==> config.mk <==
export PLATFORM = sky130hd
export DESIGN_NAME = multicycle_control_unit
export DESIGN_NICKNAME = d
export VERILOG_FILES = /design/src/rtl/multicycle_control_unit.sv
export SDC_FILE = /design/constraint.sdc
export NUM_CORES = 1
export LEC_CHECK = 0
export BUFFER_PORTS_ARGS = -buffer_cell sky130_fd_sc_hd__buf_2
export CAP_MARGIN = 15
export CORE_UTILIZATION = 45
export CTS_CLUSTER_DIAMETER = 120
export DETAILED_ROUTE_END_ITERATION = 8
export GPL_TIMING_DRIVEN = 0
export HOLD_SLACK_MARGIN = 0.08
export PLACE_DENSITY = 0.76
export SYNTH_ARGS = -nofsm -noshare
export SYNTH_HDL_FRONTEND = slang
export SYNTH_SLANG_ARGS = --single-unit
==> constraint.sdc <==
create_clock -name clk -period 1.9 [get_ports clk]
set_input_delay 0.285 -clock clk [delete_from_list [all_inputs] [get_ports clk]]
set_output_delay 0.285 -clock clk [all_outputs]
set_load 0.02 [all_outputs]
==> src/rtl/multicycle_control_unit.sv <==
// rtl/multicycle_control_unit.sv - multi-cycle RV32I control FSM with memory handshake and retire counter
//
// Sequences IDLE -> FETCH -> DECODE -> EXEC -> (MEM) -> (WB) -> FETCH and drives the datapath
// selects from the instruction register. Optional feature macro: ILLEGAL_TRAP_EN (unknown
// opcodes park the FSM in TRAP instead of retiring as a NOP).
//
// Ports:
//   clk, reset (async, active-low)
//   instruction  : instruction register contents, valid from DECODE onward
//   mem_ready    : memory completes the current request this cycle
//   branch_taken : branch comparator result, used in EXEC
//   mem_req/mem_we, ir_write, pc_write/pc_sel : strobes
//   imm_sel, alu_src_a, alu_src_b, wb_sel, reg_write : datapath selects
//   instret      : retired-instruction count (wraps)
//   bus_timeout  : sticky, memory did not answer within WAIT_LIMIT cycles
//   trap         : sticky illegal-opcode flag
module multicycle_control_unit #(
    parameter int CNT_W      = 32,
    parameter int WAIT_LIMIT = 255
) (
    input  logic             clk,
    input  logic             reset,
    input  logic [31:0]      instruction,
    input  logic             mem_ready,
    input  logic             branch_taken,
    output logic             mem_req,
    output logic             mem_we,
    output logic             ir_write,
    output logic             pc_write,
    output logic             pc_sel,
    output logic [2:0]       imm_sel,
    output logic             alu_src_a,
    output logic             alu_src_b,
    output logic             reg_write,
    output logic [1:0]       wb_sel,
    output logic [CNT_W-1:0] instret,
    output logic             bus_timeout,
    output logic             trap
);

    typedef enum logic [2:0] {
        S_IDLE, S_FETCH, S_DECODE, S_EXEC, S_MEM, S_WB, S_TRAP
    } state_t;

    localparam logic [6:0] OP_LOAD   = 7'b0000011;
    localparam logic [6:0] OP_STORE  = 7'b0100011;
    localparam logic [6:0] OP_IMM    = 7'b0010011;
    localparam logic [6:0] OP_OP     = 7'b0110011;
    localparam logic [6:0] OP_BRANCH = 7'b1100011;
    localparam logic [6:0] OP_JAL    = 7'b1101111;
    localparam logic [6:0] OP_JALR   = 7'b1100111;
    localparam logic [6:0] OP_LUI    = 7'b0110111;
    localparam logic [6:0] OP_AUIPC  = 7'b0010111;

    localparam int WW = (WAIT_LIMIT > 1) ? $clog2(WAIT_LIMIT + 1) : 1;

    state_t        state, next;
    logic [WW-1:0] wait_cnt;
    logic          timeout_set;
    logic          limit_hit;
    logic          sel_active;
    logic          legal;
    logic [6:0]    opcode;
    logic          is_load, is_store, is_branch, is_jump;
    logic          unused_bits;

    assign opcode      = instruction[6:0];
    assign unused_bits = ^instruction[31:7];
    assign is_load     = (opcode == OP_LOAD);
    assign is_store    = (opcode == OP_STORE);
    assign is_branch   = (opcode == OP_BRANCH);
    assign is_jump     = (opcode == OP_JAL) || (opcode == OP_JALR);
    assign legal       = is_load || is_store || is_branch || is_jump ||
                         (opcode == OP_IMM) || (opcode == OP_OP) ||
                         (opcode == OP_LUI) || (opcode == OP_AUIPC);

    // The cycle that would be the WAIT_LIMIT-th unanswered one times out; a mem_ready
    // arriving in that same cycle completes the request instead.
    assign limit_hit  = (WAIT_LIMIT != 0) && !mem_ready && (wait_cnt == WW'(WAIT_LIMIT - 1));
    assign sel_active = (state == S_DECODE) || (state == S_EXEC) || (state == S_MEM) || (state == S_WB);

    always_ff @(posedge clk or negedge reset) begin
        if (!reset) begin
            state       <= S_IDLE;
            wait_cnt    <= '0;
            instret     <= '0;
            bus_timeout <= 1'b0;
        end else begin
            state <= next;
            // Leaving FETCH/MEM only happens via mem_ready or timeout, so clearing on
            // mem_ready and outside those states restarts the count on every entry.
            if (((state == S_FETCH) || (state == S_MEM)) && !mem_ready)
                wait_cnt <= wait_cnt + WW'(1);
            else
                wait_cnt <= '0;
            if (pc_write)
                instret <= instret + CNT_W'(1);
            if (timeout_set)
                bus_timeout <= 1'b1;
        end
    end

`ifdef ILLEGAL_TRAP_EN
    logic trap_q;
    always_ff @(posedge clk or negedge reset) begin
        if (!reset)
            trap_q <= 1'b0;
        else if ((state == S_DECODE) && !legal)
            trap_q <= 1'b1;
    end
    assign trap = trap_q;
`else
    assign trap = 1'b0;
`endif

    always_comb begin
        next        = state;
        mem_req     = 1'b0;
        mem_we      = 1'b0;
        ir_write    = 1'b0;
        pc_write    = 1'b0;
        pc_sel      = 1'b0;
        reg_write   = 1'b0;
        timeout_set = 1'b0;
        case (state)
            S_IDLE: begin
                if (!bus_timeout)
                    next = S_FETCH;
            end
            S_FETCH: begin
                mem_req = 1'b1;
                if (mem_ready) begin
                    ir_write = 1'b1;
                    next     = S_DECODE;
                end else if (limit_hit) begin
                    timeout_set = 1'b1;
                    next        = S_IDLE;
                end
            end
            S_DECODE: begin
                next = S_EXEC;
`ifdef ILLEGAL_TRAP_EN
                if (!legal)
                    next = S_TRAP;
`endif
            end
            S_EXEC: begin
                if (is_load || is_store) begin
                    next = S_MEM;
                end else if (is_branch) begin
                    pc_write = 1'b1;
                    pc_sel   = branch_taken;
                    next     = S_FETCH;
                end else begin
                    next = S_WB;
                end
            end
            S_MEM: begin
                mem_req = 1'b1;
                mem_we  = is_store;
                if (mem_ready) begin
                    if (is_store) begin
                        pc_write = 1'b1;
                        next     = S_FETCH;
                    end else begin
                        next = S_WB;
                    end
                end else if (limit_hit) begin
                    timeout_set = 1'b1;
                    next        = S_IDLE;
                end
            end
            S_WB: begin
                reg_write = legal;   // unknown opcodes retire as NOP without a register write
                pc_write  = 1'b1;
                pc_sel    = is_jump;
                next      = S_FETCH;
            end
            S_TRAP: next = S_TRAP;
            default: next = S_IDLE;
        endcase
    end

    always_comb begin
        imm_sel   = 3'd0;
        alu_src_a = 1'b0;
        alu_src_b = 1'b0;
        wb_sel    = 2'd0;
        if (sel_active) begin
            case (opcode)
                OP_LOAD:   begin alu_src_b = 1'b1; wb_sel = 2'd1; end
                OP_STORE:  begin imm_sel = 3'd1; alu_src_b = 1'b1; end
                OP_IMM:    alu_src_b = 1'b1;
                OP_BRANCH: begin imm_sel = 3'd2; alu_src_a = 1'b1; end
                OP_JAL:    begin imm_sel = 3'd4; alu_src_a = 1'b1; alu_src_b = 1'b1; wb_sel = 2'd2; end
                OP_JALR:   begin alu_src_b = 1'b1; wb_sel = 2'd2; end
                OP_LUI:    begin imm_sel = 3'd3; alu_src_b = 1'b1; end
                OP_AUIPC:  begin imm_sel = 3'd3; alu_src_a = 1'b1; alu_src_b = 1'b1; end
                default:   ;
            endcase
        end
    end

endmodule

Word level (Yosys, flattened, before mapping):

Cells that the tools add are included.

* bits in registers: 44
* bits of input ports: 36
* output and inout bits: 47
* logic and storage cells: 77

* add/subtract/negate cells: 2
* eq/ne operators: 17
* muxes and demuxes: 33
* reduce and logical (&&, ||, !) cells: 21

Operators with widths (count)
* $add 32x1->32 const B: 1
* $mux 3: 8
* $eq 7x6->1 const B: 3
* $eq 7x7->1 const B: 3
* $pmux 3 s7: 1
* $mux 1: 18
* $eq 7x5->1 const B: 2
* $logic_or 1x1->1: 12
* $pmux 3 s4: 1
* $eq 3x3->1 const B: 3
* $add 8x1->8 const B: 1
* $eq 8x8->1 const B: 1
* $mux 8: 1
* $eq 7x2->1 const B: 1
* $reduce_or 7->1: 1
* $eq 3x2->1 const B: 2
* $reduce_or 2->1: 3
* $pmux 2 s2: 1
* $eq 3x1->1 const B: 1
* $logic_not 3->1: 1
* $pmux 1 s3: 1
* $reduce_or 3->1: 1
* $logic_and 1x1->1: 2
* $mux 2: 1
* 3 further kinds: 3

Depth between registers and ports, before layout:

Gate-level depths: netlist of run 1.

* depth after elaboration: 9
* mapped depth: 8
* depth with buffers taken out: 7

Worst setup path before layout of run 1:

No wires, ideal clock.

* kind: register to output
* start point: reg state[1]
* end point: out imm_sel[1]
* arrival time: 2059 ps
* required time: 1615 ps
* setup slack: -444 ps
* cell stages (with the launch flop): 5
* buffers on the path: 1
* cell sequence: dfrtp_1 clkbuf_1 nor2b_1 nor2_1 a2111oi_0

* cells in the longest elaborated chain, start to end: 5
* elaborated cells between the ends (all ways): 8
* those cells by class: eq/ne: 4; mux: 1; reduce/logical: 3

Ends and longest elaborated chain
* start, declared: line 57 `state_t state, next;`
* start signal, assigned: line 89 `state <= next;`
* $eq 3x2->1: line 80 `assign sel_active = (state == S_DECODE) || (state == S_EXEC) || (state == S_MEM) || (state == S_WB);`
* $logic_or 1x1->1 (2 in series): line 80
* $logic_or 1x1->1 *: line 80
* $mux 3 *: line 189 `if (sel_active) begin`
* end, declared: line 31 `output logic [2:0] imm_sel,`

Mark *: on every way between the ends. The rest lies on a longest branch, timed or not.

Worst setup path after layout of run 1:

Ends and elaborated chain as after synthesis.

==> metrics, run 1 <==
core area=5110 um^2; NumNets Final=364; final WL=5770 um; leakage power=1.59 nW; die width=74.8 um; synth warn=0; worst-path fanout max=6; clk slew on worst S/H paths=80 ps; first-pass GRT wire length=8400 um; root buf cell=clkbuf_8; Final TNS setup=0 ps; drt drc=0; Post-Syn Area=2380 um^2; delay-heaviest family, CP=flip-flops; commonest cells after routing, fill and taps aside=buf_2 (53), dfrtp_1 (39), buf_4 (26), nor2_1 (25), xnor2_1 (23); Total Routing Usage GR=20.1%; hold_ws=123 ps; row count=26; CP endpoint kind=primary output; initial DRC count=105; pre-CTS setup slack=-171 ps; grt ovf=0; # hold bufs at CTS=0; max-slew violation total from the final report=0; RSZ-0062 raised after global routing=true; Fin. Hold Viols=0; Synth cell types=44; share of cells above drive strength 1=36.5%; Worst Max-Slew Pin Slew=936 ps; Final period util=99.7%; MaxCap Viol Count=0; Clk Latency, worst-skew pair=300 ps; clk_skew=5.76 ps; Final Wtd Congestion=0.784; slowest stage delay, CP=400 ps; Top Ports=83; deepest clock path buffer count=2; final antenna-violating net count=0; antenna cell count=0; Buf/Inv on CP=2; HPWL Detailed=3640 um; critical path data required time=1620 ps; # clock sinks=44; Max-slew headroom=37.6%; antenna violations before repair=0; Startpoint Class=flip-flop; power density over the cells=913 nW/um^2; TritonCTS clock tree=yes; Mapped Nets=279; crit-path cells=buf_4 > nor2_4 > nor2_4 > a2111oi_4 > buf_4; Cell Count, Final, Fillers Out=396; PortBufs=55; Starting Density=46.7%; Pre-antenna DRT Iters=4; H-tree levels=2; Seq cells post-synth=44; Setup CP Type=reg -> out; Via density=5.45; overall die height=74.8 um; Post-Synthesis Mean Instance Area=9.93 um^2; Syn Inst Count=240; DR vias=2,157; post-DR wirelength/cell=14.6 um; commonest non-fill, non-tap cell in the layout=buf_2; Finish-stage setup viols=0; CP max-delay cell=dfrtp_1; Worst Hold Class=in -> async; vias in the first global route=1,853; Die Area=5590 um^2; number of synthesized flops with an enable pin=0; TritonCTS Buffers=5; Min Clock Period, post-route=1890 ps; critical path arrival=1610 ps; Peak VDD IR=0.000704 V; largest net degree at the start of global routing=45; Synth async-reset ratio=100%; Worst Slack Setup Final=6.62 ps; Synth Flop Type=dfrtp_1; status=complete, no violations; Seq/Total Area, Yosys=46.2%; fmax=0.528 GHz; Layout area overhead=33.0%; placed instance count=365
## synthesized netlist by cell type, types with 3 or more instances
master / count / area, um^2
clkbuf_1: 3 / 11.3
nand2_1: 19 / 71.3
o21ai_0: 6 / 30.0
nand3_1: 16 / 80.1
dfrtp_1: 44 / 1100
nor3_1: 9 / 45.0
nor3b_1: 3 / 22.5
inv_1: 5 / 18.8
xor2_1: 14 / 123
ha_1: 3 / 37.5
xnor2_1: 23 / 201
and4_1: 5 / 43.8
nor2_1: 27 / 101
nand4_1: 16 / 100
and3_1: 7 / 43.8
## sequential cells by signal (all words and copies together), names as in the netlist
signal,cells
bus_timeout,1
instret,32
state,3
wait_cnt,8
## worst register-to-register path, stage by stage (launching register included)
cell and delay (ps):
dfrtp_1 390, nand4_1 220, buf_4 210, or4_4 520
nor2_4 140, nand4_1 130, xnor2_1 160
## layout make-up
class | count | area [um^2]
Fill cell | 452 | 1940
Clock inverter | 2 | 38.8
Inverter | 6 | 30.0
Sequential cell | 44 | 1110
Timing Repair Buffer | 79 | 464
Buffer | 7 | 53.8
Clock buffer | 6 | 82.6
Tap cell | 70 | 87.6
Multi-Input combinational cell | 182 | 1310
## per-stage QoR
| step | power [mW] | utilization (%) | instance area [um^2] |
|---|---|---|---|
| after floorplan | 1.62 | - | 2400 |
| after global placement | 1.82 | 54.0 | 2760 |
| after detailed placement | 1.84 | 54.0 | 2760 |
| after CTS | 2.67 | 57.5 | 2940 |
| after global routing | 3.05 | 62.1 | 3170 |
| final | 2.89 | 62.1 | 3170 |
## kinds of logic after synthesis
group                    Yosys count  share of synthesized area (%)
AO/OA/AOI/OAI                     17                           4.99
XOR/XNOR                          37                           13.6
adder cells (fa/ha/maj)            3                           1.57
buffers and inverters             14                           3.10
flip-flops                        44                           46.2
other                              1                          0.157
AND/OR/NAND/NOR                  124                           30.4
## timing repair
action | 4_1_cts | 5_1_grt
gates resized for setup | 9 | 23
pin swaps | 2 | 10
setup endpoints to repair | 13 | 21
setup buffers | 4 | 20
## report_power, final
group          total [mW]  leakage, nW  switching [mW]  internal (mW)
sequential           1.14        0.596           0.119           1.02
combinational       0.998        0.928           0.580          0.418
clock               0.754       0.0614           0.324          0.430
total                2.89         1.59            1.02           1.87
## routing by layer
| layer | GRT usage (%) | part of all wire (%) | vias up |
|---|---|---|---|
| met2 | 32.3 | 52 | 71 |
| met1 | 25.6 | 42 | 1053 |
| met4 | 8.81 | 1.1 | 0 |
| met3 | 5.22 | 4.6 | 7 |
| met5 | 0 | 0 | - |
| li1 | - | - | 1026 |
## final timing paths
kind	cells past startpoint	to	slack, ps	startpoint
min reg2reg	1	instret[31]	460	instret[31]
max	5	imm_sel[1]	7	state[1]
min	1	instret[3]	120	reset
max in group asynchronous	1	state[2]	1130	reset
max reg2reg	6	instret[30]	30	instret[12]
min in group clk	3	state[0]	430	mem_ready
Note: power is estimated with default switching activity, not from simulation.
==> run 2: changes to the inputs <==
Settings changed: CORE_ASPECT_RATIO set to 2, CORE_MARGIN set to 1.5.
==> metrics, run 2 (synthesis results as in run 1) <==
grt ovf=0; max FFs per register=32; post-DR wirelength/cell=16.1 um; Top Ports=83; power density over the cells=898 nW/um^2; final antenna-violating net count=0; Worst Hold Class=in -> async; fmax=0.530 GHz; most flop-heavy register=instret; slowest stage delay, CP=420 ps; first-pass GRT wire length=9520 um; Layout area overhead=26.0%; overall die height=106 um; crit-path cells=buf_6 > buf_4 > a32oi_2 > inv_4 > buf_2; drt drc=0; TritonCTS clock tree=yes; RSZ-0062 raised after global routing=true; area post-placement=2750 um^2; Total Routing Usage GR=22.3%; critical path arrival=1600 ps; initial DRC count=39; DR vias=2,146; Via density=5.80; clk_skew=7.08 ps; final WL=5950 um; MaxCap Viol Count=0; Final Wtd Congestion=0.831; antenna violations before repair=0; delay-heaviest family, CP=buffers and inverters; Buf/Inv on CP=4; # hold bufs at CTS=0; die width=54.5 um; CP endpoint kind=primary output; Final TNS setup=0 ps; largest registers=instret: 32 flops, wait_cnt: 8 flops, state: 3 flops; TritonCTS Buffers=5; share of cells above drive strength 1=32.4%; largest net degree at the start of global routing=45; commonest non-fill, non-tap cell in the layout=buf_2; Startpoint Class=flip-flop; Clk Latency, worst-skew pair=290 ps; worst-path fanout max=13; Setup CP Type=reg -> out; HPWL Detailed=4210 um; status=complete, no violations; row count=37; deepest clock path buffer count=2; Fin. Hold Viols=0; Max-slew headroom=36.2%; # clock sinks=44; PortBufs=55; Final period util=99.2%; Die Area=5770 um^2; Starting Density=46.4%; core area=5140 um^2; H-tree levels=2; leakage power=1.51 nW; NumNets Final=350; root buf cell=clkbuf_8; Worst Max-Slew Pin Slew=957 ps; commonest cells after routing, fill and taps aside=buf_2 (54), dfrtp_1 (40), nor2_1 (25), xnor2_1 (23), nand2_1 (18); Min Clock Period, post-route=1890 ps; Finish-stage setup viols=0; Final Instance Area=3000 um^2; critical path data required time=1620 ps; clk slew on worst S/H paths=80 ps; max-slew violation total from the final report=0; Peak VDD IR=0.000842 V; vias in the first global route=2,114; antenna cell count=0; CP max-delay cell=dfrtp_1; Pre-antenna DRT Iters=4
-- run 2: cell types whose count changed in the layout (fill, tap and decap cells not counted), moves of 2 or more --
cell / change
clkinv_4: -2
nand3_1: +2
nand3_2: -2
buf_4: -15
-- run 2: through the flow --
step	setup slack (ps)	cells	hold WS [ps]	util, %	total power [mW]
floorplan	41.4	240	-10.6	-	1.62
global placement	-169	353	459	53.4	1.83
detailed placement	-191	353	468	53.4	1.85
CTS	-61.8	366	162	57.2	2.65
global route	-26.3	370	226	58.5	2.82
finish	14.4	370	134	58.5	2.70
-- run 2: final timing paths --
path                             startpoint     endpoint  slack (ps)  cells after the start
max in group asynchronous             reset   instret[1]        1100                      1
worst max-delay path               state[1]     pc_write          10                      5
worst max register to register  instret[10]  instret[30]          40                      5
min in group clk                  mem_ready     state[2]         390                      4
worst min-delay path                  reset  wait_cnt[2]         130                      1
worst min register to register  instret[31]  instret[31]         480                      1
-- run 2: timing repair --
item,in CTS,in global routing
hold endpoints to repair,0,0
gates resized for setup,13,11
setup endpoints to repair,15,11
setup buffers,6,4
pin swaps,5,5
-- run 2: layer usage --
layer  routed length (um)  up-vias  track usage, %
li1                     -      997               -
met1                 2060     1066            22.3
met2                 3520       68            41.7
met3                  226       15            3.09
met4                  142        0            10.2
met5                    0        -               0
-- run 2: where the power goes --
part / internal [mW] / total, mW / switching (mW) / leakage, nW
Clock: 0.390 / 0.706 / 0.316 / 0.0552
Sequential: 1.02 / 1.14 / 0.113 / 0.598
Combinational: 0.319 / 0.854 / 0.534 / 0.852
-- run 2: layout make-up --
type	instances	area (um^2)
fill	451	2130
timing repair buffer	65	363
inverter	6	25.0
buffer	7	57.6
sequential	44	1110
multi-input combinational	182	1270
tap	58	72.6
clock inverter	2	35.0
clock buffer	6	72.6
==> run 3: changes to the inputs <==
==> constraint.sdc (replaced) <==
create_clock -name clk -period 1.9 [get_ports clk]
set_input_delay 0.38 -clock clk [delete_from_list [all_inputs] [get_ports clk]]
set_output_delay 0.38 -clock clk [all_outputs]
set_load 0.02 [all_outputs]
==> metrics, run 3 (synthesis results as in run 1) <==
status=complete, but fails checks; violated checks=negative setup slack; Via density=5.81; Multi-input gate area=1340 um^2; HPWL Detailed=4210 um; slowest stage delay, CP=430 ps; Top Ports=83; Layout area overhead=34.6%; row count=37; critical path data required time=1520 ps; power density over the cells=896 nW/um^2; most flop-heavy register=instret; critical path arrival=1570 ps; CP max-delay cell=dfrtp_2; Final period util=102%; core area=5140 um^2; antenna cell count=0; largest net degree at the start of global routing=45; H-tree levels=2; largest registers=instret: 32 flops, wait_cnt: 8 flops, state: 3 flops; Worst Max-Slew Pin Slew=967 ps; Worst Slack Setup Final=-45.6 ps; fmax=0.514 GHz; Setup CP Type=reg -> out; initial DRC count=45; crit-path cells=buf_6 > nor2_4 > nor2_4 > nor3_2 > and2_1 > buf_6; post-DR wirelength/cell=16.8 um; Logic pwr share=35.9%; DR vias=2,221; Die Area=5770 um^2; Tot Pwr=2.87 mW; commonest cells after routing, fill and taps aside=buf_2 (47), dfrtp_1 (39), buf_4 (24), xnor2_1 (23), nor2_1 (22); Peak VDD IR=0.000857 V; fillers=416; die width=54.5 um; final antenna-violating net count=0; post-layout util=62.4%; max-slew violation total from the final report=0; # hold bufs at CTS=0; FF-to-FF End=instret[30]; placed instance count=353; max FFs per register=32; TritonCTS clock tree=yes; final WL=6430 um; leakage power=1.58 nW; RSZ-0062 raised after global routing=true; clock group share of total power=24.6%; grt ovf=0; worst-path fanout max=6; Flop pwr share=39.6%; TritonCTS Buffers=5; Switching Power=1.04 mW; clk slew on worst S/H paths=80 ps; clk_skew=7.91 ps; Starting Density=46.4%; Max-slew headroom=35.5%; PortBufs=55; Cell Count, Final, Fillers Out=382; Min Clock Period, post-route=1950 ps; antenna violations before repair=0; NumNets Final=362; Startpoint Class=flip-flop; deepest clock path buffer count=2; internal power=1.83 mW; Sw Share=36.2%; commonest non-fill, non-tap cell in the layout=buf_2; R2R Path Start=instret[11]; Total Routing Usage GR=23.8%; drt drc=0; vias in the first global route=2,205; register area=1110 um^2; Fin. Hold Viols=0; MaxCap Viol Count=0; Final Wtd Congestion=0.831; CP endpoint kind=primary output; root buf cell=clkbuf_8; Clk Latency, worst-skew pair=300 ps; overall die height=106 um; first-pass GRT wire length=10,100 um; FF-to-FF path depth=5; share of cells above drive strength 1=38.3%; # clock sinks=44; Worst Hold Class=in -> async; Pre-antenna DRT Iters=4; Finish-stage setup viols=3; R2R Setup Slk=60 ps
[run 3: cell types whose count changed in the layout (fill, tap and decap cells not counted), sizes merged]
cell    change
buf        +11
clkbuf      +1
[run 3: through the flow]
step	hold WS [ps]	TNS [ps]	area (um^2)	setup slack [ps]
3_5_place_dp	468	-5160	2750	-381
5_1_grt	323	-659	3210	-158
6_report	234	-96.8	3210	-45.6
2_1_floorplan	84.4	-97.2	2400	-36.2
3_3_place_gp	459	-4100	2750	-359
4_1_cts	257	-14.6	3090	-8.07
[run 3: layer usage]
layer	wire (um)	GRT usage (%)	share of wire, %
met5	0	0	0
met4	243	10.7	3.8
met3	282	2.95	4.4
met2	3760	44.5	58
met1	2140	23.9	33
[run 3: power groups by stage]
stage	Sequential [mW]	Combinational, mW	Clock [mW]
2_1_floorplan	1.18	0.435	0
3_3_place_gp	1.14	0.691	0
3_5_place_dp	1.14	0.707	0
4_1_cts	1.12	0.937	0.715
5_1_grt	1.15	1.10	0.748
6_report	1.14	1.03	0.706
[run 3: worst max-delay path by stage]
stage                    from    endpoint  slack (ps)  depth (start not counted)
2_1_floorplan  instruction[4]   reg_write         -40                          5
3_3_place_gp   instruction[2]    pc_write        -360                          7
3_5_place_dp   instruction[2]    pc_write        -380                          7
4_1_cts              state[1]  imm_sel[2]          -8                          6
5_1_grt              state[1]  imm_sel[2]        -160                          6
6_report             state[1]  imm_sel[2]         -50                          6
[run 3: timing repair]
action | CTS | global route
pin swaps | 12 | 12
resized for setup | 33 | 19
endpoints found under the setup margin | 15 | 20
setup buffers | 14 | 7
[run 3: area by class of cell]
cell class | instances | share of cell area, %
clock inverter | 2 | 1.09
tap | 58 | 2.26
buffer | 8 | 2.11
timing repair buffer | 76 | 15.3
multi-input combinational | 182 | 41.8
sequential | 44 | 34.5
inverter | 6 | 0.702
clock buffer | 6 | 2.26
[run 3: critical path, delay by kind of cell, from the launching register on]
family | cells | cell delay (ps)
AND/OR/NAND/NOR | 4 | 600
flip-flops | 1 | 430
buffers and inverters | 2 | 240
